## src/rtl/router_1ton_buffered.sv

```systemverilog
// -----------------------------------------------------------------------------
// router_1ton_buffered
//
// Buffered 1-to-N stream router. One producer presents a beat (payload plus
// destination index) on a valid/ready input. The beat is steered into the FIFO
// of the addressed output port. Each port drains through its own valid/ready
// output, so a stalled sink only holds back beats addressed to it.
//
// Handshake rule (input and every output port): a beat moves on a rising clock
// edge exactly when valid and ready are both high at that edge. A producer
// keeps its payload stable while valid is high and ready is low. Ready never
// depends on valid.
//
// Parameters
//   DATA_W     payload width in bits (>=1)
//   NUM_PORTS  number of output channels (>=2, any value)
//   DEPTH      entries per output FIFO (power of 2, >=2)
//   DEST_W     derived: $clog2(NUM_PORTS), not overridable
//
// Ports
//   clk        single clock, all state changes on the rising edge
//   rst_n      synchronous active-low reset, empties every FIFO
//   in_data    input payload
//   in_dest    destination port index
//   in_valid   input beat present
//   in_ready   router accepts the beat this cycle
//   out_data   port p payload at [p*DATA_W +: DATA_W], zero when port p is idle
//   out_valid  port p has a head entry
//   out_ready  port p sink takes the head entry
//   port_full  port p FIFO holds DEPTH entries
//   drop_cnt   (only with ROUTER_DROP_CNT_EN) saturating count of beats
//              discarded because in_dest >= NUM_PORTS
//
// Build option
//   ROUTER_DROP_CNT_EN  when defined, adds the drop_cnt output.
// -----------------------------------------------------------------------------
module router_1ton_buffered #(
  parameter  int DATA_W    = 8,
  parameter  int NUM_PORTS = 8,
  parameter  int DEPTH     = 4,
  localparam int DEST_W    = $clog2(NUM_PORTS)
) (
  input  logic                        clk,
  input  logic                        rst_n,
  input  logic [DATA_W-1:0]           in_data,
  input  logic [DEST_W-1:0]           in_dest,
  input  logic                        in_valid,
  output logic                        in_ready,
  output logic [NUM_PORTS*DATA_W-1:0] out_data,
  output logic [NUM_PORTS-1:0]        out_valid,
  input  logic [NUM_PORTS-1:0]        out_ready,
  output logic [NUM_PORTS-1:0]        port_full
`ifdef ROUTER_DROP_CNT_EN
  ,
  output logic [15:0]                 drop_cnt
`endif
);

  localparam int PTR_W = $clog2(DEPTH);
  localparam logic [PTR_W:0] FULL_CNT = (PTR_W+1)'(DEPTH);

  // An index that names no port is still accepted so the producer never
  // stalls on a bad address; the beat is simply thrown away.
  logic dest_ok;
  logic sel_full;

  assign dest_ok = (32'(in_dest) < 32'(NUM_PORTS));

  // Look up the addressed port's full flag without indexing past the vector
  // when the destination is out of range.
  always_comb begin
    sel_full = 1'b0;
    for (int p = 0; p < NUM_PORTS; p++) begin
      if (in_dest == DEST_W'(p)) begin
        sel_full = port_full[p];
      end
    end
  end

  // Based on registered counts only: a full FIFO popping this cycle still
  // refuses the incoming beat, which keeps in_ready off the out_ready path.
  assign in_ready = !dest_ok || !sel_full;

  for (genvar p = 0; p < NUM_PORTS; p++) begin : g_port
    logic [DATA_W-1:0] mem [DEPTH];
    logic [PTR_W-1:0]  rd_ptr;
    logic [PTR_W-1:0]  wr_ptr;
    logic [PTR_W:0]    count;
    logic              push;
    logic              pop;

    assign push = in_valid && dest_ok && (in_dest == DEST_W'(p)) &&
                  (count != FULL_CNT);
    // An empty FIFO never pops, even if a beat is being pushed right now:
    // there is no bypass, so a fresh beat appears one cycle after acceptance.
    assign pop  = (count != '0) && out_ready[p];

    // Storage carries no reset; stale entries are hidden by the output mask.
    always_ff @(posedge clk) begin
      if (push) begin
        mem[wr_ptr] <= in_data;
      end
    end

    // Pointers wrap naturally because DEPTH is a power of two.
    always_ff @(posedge clk) begin
      if (!rst_n) begin
        rd_ptr <= '0;
        wr_ptr <= '0;
        count  <= '0;
      end else begin
        if (push) begin
          wr_ptr <= wr_ptr + PTR_W'(1);
        end
        if (pop) begin
          rd_ptr <= rd_ptr + PTR_W'(1);
        end
        if (push && !pop) begin
          count <= count + (PTR_W+1)'(1);
        end else if (pop && !push) begin
          count <= count - (PTR_W+1)'(1);
        end
      end
    end

    assign out_valid[p] = (count != '0);
    assign port_full[p] = (count == FULL_CNT);
    assign out_data[p*DATA_W +: DATA_W] = (count != '0) ? mem[rd_ptr] : '0;
  end

`ifdef ROUTER_DROP_CNT_EN
  // Only beats actually discarded are counted; a beat held off by
  // in_ready=0 is not a drop.
  always_ff @(posedge clk) begin
    if (!rst_n) begin
      drop_cnt <= '0;
    end else if (in_valid && !dest_ok && (drop_cnt != 16'hFFFF)) begin
      drop_cnt <= drop_cnt + 16'd1;
    end
  end
`endif

endmodule
```

## config.mk

```make
export PLATFORM = sky130hd
export DESIGN_NAME = router_1ton_buffered
export DESIGN_NICKNAME = d
export VERILOG_FILES = /design/src/rtl/router_1ton_buffered.sv
export SDC_FILE = /design/constraint.sdc
export NUM_CORES = 1
export LEC_CHECK = 0
export CELL_PAD_IN_SITES_DETAIL_PLACEMENT = 0
export CELL_PAD_IN_SITES_GLOBAL_PLACEMENT = 1
export CORE_UTILIZATION = 56
export CTS_BUF_LIST = sky130_fd_sc_hd__clkbuf_4
export DETAILED_ROUTE_END_ITERATION = 12
export PLACE_DENSITY = 0.93
export SETUP_SLACK_MARGIN = 0.1
export SLEW_MARGIN = 20
export SYNTH_ARGS = -nofsm -noshare
export SYNTH_HDL_FRONTEND = slang
export SYNTH_SLANG_ARGS = --single-unit
```

## constraint.sdc

```tcl
create_clock -name clk -period 3.62 [get_ports clk]
set_clock_uncertainty 0.05 [all_clocks]
set_input_delay 0.724 -clock clk [delete_from_list [all_inputs] [get_ports clk]]
set_output_delay 0.724 -clock clk [all_outputs]
set_load 0.005 [all_outputs]
```

== After elaboration in Yosys (flattened, before gate mapping) ==
Memory sizes are Yosys's and may differ from the RTL's. A register that Yosys moved wholly into a read port is not among the register bits.
Cells that the tools add are included.
Word-level totals
  register bits: 56
  memory bits (writable): 256
  logic and storage cells: 225
  memories: 8
Memories
  g_port[0].mem: words 4, width 8, rd ports 1, clocked after memory_dff 1, wr ports 1, line 85  | logic [DATA_W-1:0] mem [DEPTH];
  g_port[1].mem: words 4, width 8, rd ports 1, clocked after memory_dff 1, wr ports 1, line 85
  g_port[2].mem: words 4, width 8, rd ports 1, clocked after memory_dff 1, wr ports 1, line 85
  g_port[3].mem: words 4, width 8, rd ports 1, clocked after memory_dff 1, wr ports 1, line 85
  g_port[4].mem: words 4, width 8, rd ports 1, clocked after memory_dff 1, wr ports 1, line 85
  g_port[5].mem: words 4, width 8, rd ports 1, clocked after memory_dff 1, wr ports 1, line 85
  2 more memories
Cells by class
  add/subtract/negate cells: 32
  equality and inequality tests: 23
  multiplexer cells: 64
  reductions and logical operators: 74
Operator list (count)
  $mux W8: 8
  $mux W3: 16
  $logic_and A1 B1 Y1: 40
  $eq A3 B3 Y1 const B: 12
  $add A2 B1 Y2 const B: 16
  $mux W2: 16
  $add A3 B1 Y3 const B: 8
  $mux W1: 24
  $ne A3 B3 Y1 const B: 8
  $reduce_bool A3 Y1: 8
  $sub A3 B1 Y3 const B: 8
  $logic_not A1 Y1: 17
  $reduce_bool A2 Y1: 8
  $eq A3 B2 Y1 const B: 2
  $eq A3 B1 Y1 const B: 1
  $logic_not A3 Y1: 1

== Longest topological paths before layout ==
Gate-level depths: netlist of run 1.
  depth after elaboration: 10
  mapped depth: 9
  mapped depth without buffers: 8

== Worst setup path before layout of run 1 ==
OpenSTA, ideal clock, no wires.
  path kind: input to register
  start: in in_dest[0]
  end: reg g_port[6].count[2]
  data arrival time: 2.594 ns
  required time: 3.494 ns
  setup slack: 0.900 ns
  stages: 9
  path buffers: 1
  cell sequence: buf_4 nand2b_1 nor3_4 ha_1 inv_1 fa_1 xor2_1 or3_1 a21boi_0
Between the ends
  longest elaborated chain between the ends: 6
  elaborated cells on any way between the ends: 8
  classes of those cells: eq/ne: 1; mux: 1; reduce/logical: 6
Ends and longest elaborated chain
  from (decl): line 46  | input logic [DEST_W-1:0] in_dest,
  $eq A3 B3 Y1 (*): line 92  | assign push = in_valid && dest_ok && (in_dest == DEST_W'(p)) &&
  $logic_and A1 B1 Y1 (*) (2 in series): line 92
  named net g_port[6].push: line 89  | logic push;
  $logic_not A1 Y1: line 120  | end else if (pop && !push) begin
  $logic_and A1 B1 Y1: line 120
  $reduce_bool A2 Y1 (no line)
  to (signal assigned): line 119  | count <= count + (PTR_W+1)'(1);
  to (signal assigned): line 121  | count <= count - (PTR_W+1)'(1);
  to (decl): line 88  | logic [PTR_W:0] count;
Mark *: on every way through the listed nets, which the timed path passes. The rest lies on a longest branch.
A chain may end at the register's enable or synchronous reset.

== Worst setup path in the final report of run 1 ==
  start: in in_dest[0]
  end: out in_ready
Between the ends
  longest elaborated chain between the ends: 10
  elaborated cells on any way between the ends: 17
  classes of those cells: eq/ne: 7; mux: 8; reduce/logical: 2
Ends and longest elaborated chain
  $logic_not A3 Y1: line 74  | if (in_dest == DEST_W'(p)) begin
  $mux W1 (7 in series): line 74
  $mux W1 (*): line 74
  $logic_not A1 Y1 (*): line 82  | assign in_ready = !dest_ok || !sel_full;
  to (decl): line 48  | output logic in_ready,
Mark *: on every way between the ends. The rest lies on a longest branch, timed or not.

==> metrics.txt, run 1 <==
outcome=finished clean; reg2reg start=g_port[6].count[0]$_SDFFE_PN0P_; Die Width=157 um; Critical Path Sink Type=primary output; Achievable Freq=300 MHz; Synth Net Count=855; CTS resizes=0; EDFF count, synth=256; Placed Area=15000 sq um; crit-path cells=clkdlybuf4s50_1 -> inv_1 -> nand4_1 -> o21ai_0 -> a211oi_1 -> clkdlybuf4s50_1; Routed WL=24500 um; setup bufs post-CTS=0; # clock sinks=328; Final min period=3.34 ns; via/cell ratio=5.17; synth warn=0; first-pass GRT wire length=38100 um; slew of the pin with the lowest slew margin=0.942 ns; GRT Util Overall=21.1%; slowest stage delay, CP=0.71 ns; worst path required time=2.85 ns; Hold Path Sink=g_port[2].count[2]$_SDFFE_PN0P_; fraction of layout cells with a size suffix above 1=22.3%; HP Start=g_port[2].count[2]$_SDFFE_PN0P_; ys flop type=edfxtp_1; r2r setup slk=1.03 ns; via count=6956; path depth of the worst reg2reg path=8; CP Max Fanout=7; Area Overhead vs Synth=18.4%; Crit path arrival time=2.56 ns; CP max stage cell=clkdlybuf4s50_1; type of the worst min-delay path=flip-flop to flip-flop; CTS Buf Count=81; setup total negative slack=0 ns; maximum clock path buffer count=3; Slew Viols, Final=0; cell count after synthesis=785; DIE HEIGHT=157 um; crit share post-route=92.2%; grt total ovfl=0; Async SR Flop Fraction=0%; # setup viols final=0; RSZ-0062 raised after global routing=false; peak supply drop=0.448 mV; Post-layout nets=1029; commonest cells after routing, fill and taps aside=256 x edfxtp_1, 132 x and2_1, 124 x clkbuf_4; I/O pin total=103; Hold Vio Cnt, Final=0; Pre-antenna DRT Iters=4; number of global-route vias before repair=7219; Detail Placement HPWL=15200 um; initial antenna violation count=1; port bufs=102; crit start category=input pin; GPL Wtd Cong=0.762; cell mode on critical path=clkdlybuf4s50_1; hold depth=2; clock tree from TritonCTS=yes; register bit total from synthesis=328; pin count of the biggest net entering global routing=65; Initial Util=57.4%; power per cell area=709 nW/um^2; Post-Syn Area per Cell=17.2 sq um; Leakage Power=5.52 nW; hold buffer count at cts=0; clk root buf=clkbuf_4; count of different cell masters after synthesis=32; H-tree levels=3; post-synthesis sequential area ratio=67.5%; Max Cap Viol=0; Die ar.=24800 sq um; initial drt markers=290; routed length per instance=18.2 um; fill count=1651; Hold WS=0.464 ns; Core Box Area=23500 sq um; Detail Route Antenna Nets=0; Setup Crit Path Kind=input pin to primary output; mapped cell area=13500 sq um; Final Cell Area=16000 sq um; Rows=56; most common library cell in the layout ignoring fill and taps=edfxtp_1; Max transition margin=37.2%; Crit Reg-Reg Endpoint=g_port[6].count[2]$_SDFFE_PN0P_; Worst-path clk slew=0.06 ns; clock latency on the worst-skew pair=0.68 ns; # DRC=0
## power by group
part | internal (mW) | switching (mW) | total [mW]
logic | 2.21 | 1.31 | 3.52
clock network | 1.64 | 1.41 | 3.04
registers | 4.34 | 0.448 | 4.79
total | 8.19 | 3.16 | 11.4
## flip-flops by register name, indices dropped and copies added, names as in the netlist, named ones only
name and flops:
g_port.mem 256, g_port.count 24, g_port.rd_ptr 16, g_port.wr_ptr 16
## kinds of logic (layout without fill, tap and decap cells)
family                   Yosys count  in the layout  share of synthesized area (%)
XOR/XNOR                          40             40                           2.59
AND/OR/NAND/NOR                  209            209                           10.3
flip-flops                       328            328                           67.5
adder cells (fa/ha/maj)           48             48                           4.89
buffers and inverters             58            298                           1.77
AO/OA/AOI/OAI                     19             19                          0.870
other                              0              1                              0
multiplexers                      83             83                           12.1
## worst max path at each step
stage / slack, ns / endpoint / start
final: 0.28 / in_ready / in_dest[0]
after global routing: 0.12 / out_data[38] / flip-flop
after CTS: 0.13 / in_ready / in_dest[1]
after detailed placement: 0.14 / in_ready / in_dest[1]
after global placement: 0.16 / in_ready / in_dest[1]
after floorplan: 0.90 / g_port[6].count[2]$_SDFFE_PN0P_ / in_dest[0]
## synthesized netlist by cell type (2+ instances only)
cell	n	area [sq um]
a21boi_0	8	60.1
buf_2	8	40.0
nand3_1	8	40.0
nor3b_1	7	52.6
ha_1	40	500
xor2_1	8	70.1
or3_1	16	100
edfxtp_1	256	7690
and2_2	4	30.0
nand2_1	10	37.5
xnor2_1	32	280
nor2b_1	16	100
clkbuf_1	23	86.3
fa_1	8	160
inv_1	25	93.8
nor4_4	2	42.5
nand2b_1	2	12.5
and2_1	132	826
o21ai_0	10	50.1
mux2i_1	19	190
nor3_4	6	97.6
mux4_2	64	1440
dfxtp_1	72	1440
## metrics by stage
step / power (mW) / utilization [%] / setup slack, ns / std cells
final: 11.4 / 68.0 / 0.282 / 1345
after detailed placement: 8.45 / 63.5 / 0.136 / 1195
after global routing: 12.0 / 68.0 / 0.119 / 1345
after floorplan: 6.76 / - / 0.900 / 785
after global placement: 8.36 / 63.5 / 0.157 / 1195
after CTS: 11.5 / 68.0 / 0.134 / 1344
## worst max-delay path, delay by kind of cell
kind / cells / cell delay (ns)
and+or+nand+nor: 1 / 0.10
buffers and inverters: 3 / 1.46
AOI/OAI and AO/OA: 2 / 0.29
## per-layer routing
| layer | up-vias | share of wire (%) | track usage (%) |
|---|---|---|---|
| met1 | 3438 | 41 | 26.4 |
| li1 | 3308 | - | - |
| met4 | 0 | 1.4 | 8.37 |
| met2 | 183 | 51 | 35.4 |
| met3 | 27 | 6.5 | 5.34 |
| met5 | - | 0 | 0 |
## layout make-up
type                    instances  area, sq um  area share, %
diodes                          1         2.50         0.0156
flip-flops and latches        328         9130           57.0
multi-input cells             399         4150           25.9
well taps                     319          399           2.49
clock inverters                25          121          0.758
repair buffers                124         1180           7.39
inverters                      25         93.8          0.586
clock buffers                 124          931           5.81
(Power assumes the default switching activity.)
==> inputs of run 2 (changes only) <==
- CORE_UTILIZATION: 56 -> 47
- PLACE_DENSITY: 0.93 -> 0.83
- clock period: 3.62 -> 2.74 ns (I/O delays scaled with it)
==> run 2 against run 1 <==
Power up 46%. First-iteration DRC count up 44%. Critical path depth down 1. Design area up 6.7%. Worst setup slack worse by 0.17 ns. Clock-buffer cell count up 2. Register-to-register slack worse by 0.77 ns. Critical path type is now flip-flop to primary output. Largest cell class unchanged. Highest routed layer is now met5.
==> metrics.txt, run 2 (synthesized netlist as in run 1, its figures left out) <==
crit-path cells=buf_6 -> buf_4 -> mux4_2 -> and2_1 -> clkdlybuf4s15_1 (was clkdlybuf4s50_1 -> inv_1 -> nand4_1 -> o21ai_0 -> a211oi_1 -> clkdlybuf4s50_1); biggest registers after layout=g_port.mem x256, g_port.count x24 (unchanged); crit share post-route=95.9%; pin count of the biggest net entering global routing=65 (unchanged); setup total negative slack=0 ns (unchanged); crit start category=flip-flop (was input pin); path depth of the worst reg2reg path=9 (was 8); Final Cell Area=17100 sq um (was 16000 sq um); outcome=finished clean (unchanged); CP max stage cell=mux4_2 (was clkdlybuf4s50_1); hold buffer count at cts=0 (unchanged); Max transition margin=39.4% (was 37.2%); number of global-route vias before repair=7509 (was 7219); Max Cap Viol=0 (unchanged); cell count along the critical path=5 (was 6); port bufs=102 (unchanged); Achievable Freq=380 MHz; slowest stage delay, CP=0.47 ns (was 0.71 ns); most common library cell in the layout ignoring fill and taps=edfxtp_1 (unchanged); fraction of layout cells with a size suffix above 1=41.5% (was 22.3%); Largest delay share family, worst path=multiplexers (was buffers and inverters); worst slack, placed=-0.330 ns (was 0.136 ns); Worst-path clk slew=0.07 ns (was 0.06 ns); maximum clock path buffer count=3 (unchanged); Detail Placement HPWL=15500 um (was 15200 um); Die ar.=29400 sq um (was 24800 sq um); Detail Route Antenna Nets=0 (unchanged); clk root buf=clkbuf_4 (unchanged); GRT Util Overall=18.3% (was 21.1%); uppermost layer routed=met5 (was met4); clock tree from TritonCTS=yes (unchanged); routed length per instance=17.1 um (was 18.2 um); I/O pin total=103 (unchanged); initial drt markers=417 (was 290); worst path required time=2.14 ns (was 2.85 ns); Largest Register=g_port.mem (unchanged); Slew Viols, Final=0 (unchanged); Placed Area=15400 sq um (was 15000 sq um); max reg flops=256 (unchanged); # clock sinks=328 (unchanged); DIE HEIGHT=172 um (was 157 um); DR WL met3=1310 um (was 1580 um); initial antenna violation count=3 (was 1); r2r setup slk=0.26 ns (was 1.03 ns); first-pass GRT wire length=40100 um (was 38100 um); clock latency on the worst-skew pair=0.66 ns (was 0.68 ns); Area Overhead vs Synth=26.4% (was 18.4%); via count=7263 (was 6956); Routed WL=25500 um (was 24500 um); grt total ovfl=0 (unchanged); type of the worst min-delay path=flip-flop to flip-flop (unchanged); Pre-antenna DRT Iters=4 (unchanged); Post-layout nets=1117 (was 1029); met2 WL=13000 um (was 12500 um); CP bufs+invs=3 (unchanged); Die Width=172 um (was 157 um); slew of the pin with the lowest slew margin=0.909 ns (was 0.942 ns); Hold Vio Cnt, Final=0 (unchanged); Crit path arrival time=2.03 ns (was 2.56 ns); # setup viols final=0 (unchanged); reg2reg start=g_port[0].count[0]$_SDFFE_PN0P_ (was g_port[6].count[0]$_SDFFE_PN0P_); Final min period=2.63 ns; crit path to=out_data[34] (was in_ready); Final WS setup=0.111 ns (was 0.282 ns); Critical Path Sink Type=primary output (unchanged); via/cell ratio=4.87 (was 5.17); Rows=61 (was 56); power per cell area=973 nW/um^2 (was 709 nW/um^2); Crit Reg-Reg Endpoint=g_port[0].count[2]$_SDFFE_PN0P_ (was g_port[6].count[2]$_SDFFE_PN0P_); CTS Buf Count=82 (was 81); CP Max Fanout=5 (was 7); peak supply drop=0.559 mV (was 0.448 mV); RSZ-0062 raised after global routing=true (was false); H-tree levels=3 (unchanged); # DRC=0 (unchanged); Core Box Area=28000 sq um (was 23500 sq um); Leakage Power=6.36 nW (was 5.52 nW); met1 WL=10700 um (was 10100 um); commonest cells after routing, fill and taps aside=256 x edfxtp_1, 126 x clkbuf_4, 91 x and2_1 (was 256 x edfxtp_1, 132 x and2_1, 124 x clkbuf_4); Setup Crit Path Kind=flip-flop to primary output (was input pin to primary output); GPL Wtd Cong=0.778 (was 0.762); Initial Util=48.3% (was 57.4%)
## run 2: changes by cell type in the layout (fill, tap and decap cells not counted), moves of 21 or more
cell	previous run	this run
clkdlybuf4s50_1	100	23
buf_6	0	54
and2_1	132	91
and2_4	0	41
buf_2	1	39
buf_4	22	59
dfxtp_1	72	51
## run 2: metal layers
layer / global-route usage, % / vias up
met1: 22.4 / 3564
met4: 6.37 / 2
li1: - / 3501
met3: 5.09 / 43
met2: 31.3 / 153
met5: 0 / -
## run 2: through the flow
step | std cells | hold WS [ns] | total power, mW | utilization [%]
final | 1492 | 0.460 | 16.6 | 61.0
after detailed placement | 1301 | 0.447 | 11.5 | 55.0
after CTS | 1487 | 0.460 | 16.6 | 60.6
after global routing | 1492 | 0.488 | 17.6 | 61.0
after floorplan | 785 | 0.417 | 8.93 | -
after global placement | 1301 | 0.440 | 11.4 | 55.0
## run 2: final cells by class
type,instances,area [sq um]
timing repair buffer,211,1860
clock inverter,23,196
multi-input combinational,399,4340
sequential,328,9170
fill,2145,10900
clock buffer,126,946
antenna,2,5.00
tap,378,473
inverter,25,93.8
## run 2: tightest hold or removal path, cell delays in order, from the launching register on
cell	delay, ns
dfxtp_1	0.33
o21ai_0	0.06
a21boi_0	0.07
## run 2: what timing repair did
item / CTS / global route
resized for setup: 343 / 58
pin swaps: 63 / 7
endpoints found under the setup margin: 79 / 64
hold endpoints to repair: 0 / 0
buffers inserted: 37 / 6
## run 2: power by group
group | internal [mW] | switching (mW) | leakage (nW)
clock | 2.48 | 1.87 | 0.678
sequential | 5.78 | 0.380 | 2.90
combinational | 3.82 | 2.30 | 2.78
total | 12.1 | 4.55 | 6.36
## run 2: worst min path at each step
stage | from | to | slack [ns] | cells after the start
2_1_floorplan | g_port[7].count[2]$_SDFFE_PN0P_ | g_port[7].count[2]$_SDFFE_PN0P_ | 0.42 | 2
3_3_place_gp | g_port[5].count[2]$_SDFFE_PN0P_ | g_port[5].count[2]$_SDFFE_PN0P_ | 0.44 | 2
3_5_place_dp | g_port[6].count[2]$_SDFFE_PN0P_ | g_port[6].count[2]$_SDFFE_PN0P_ | 0.45 | 2
4_1_cts | g_port[6].count[2]$_SDFFE_PN0P_ | g_port[6].count[2]$_SDFFE_PN0P_ | 0.46 | 2
5_1_grt | g_port[7].count[2]$_SDFFE_PN0P_ | g_port[7].count[2]$_SDFFE_PN0P_ | 0.49 | 2
6_report | g_port[6].count[2]$_SDFFE_PN0P_ | g_port[6].count[2]$_SDFFE_PN0P_ | 0.46 | 2
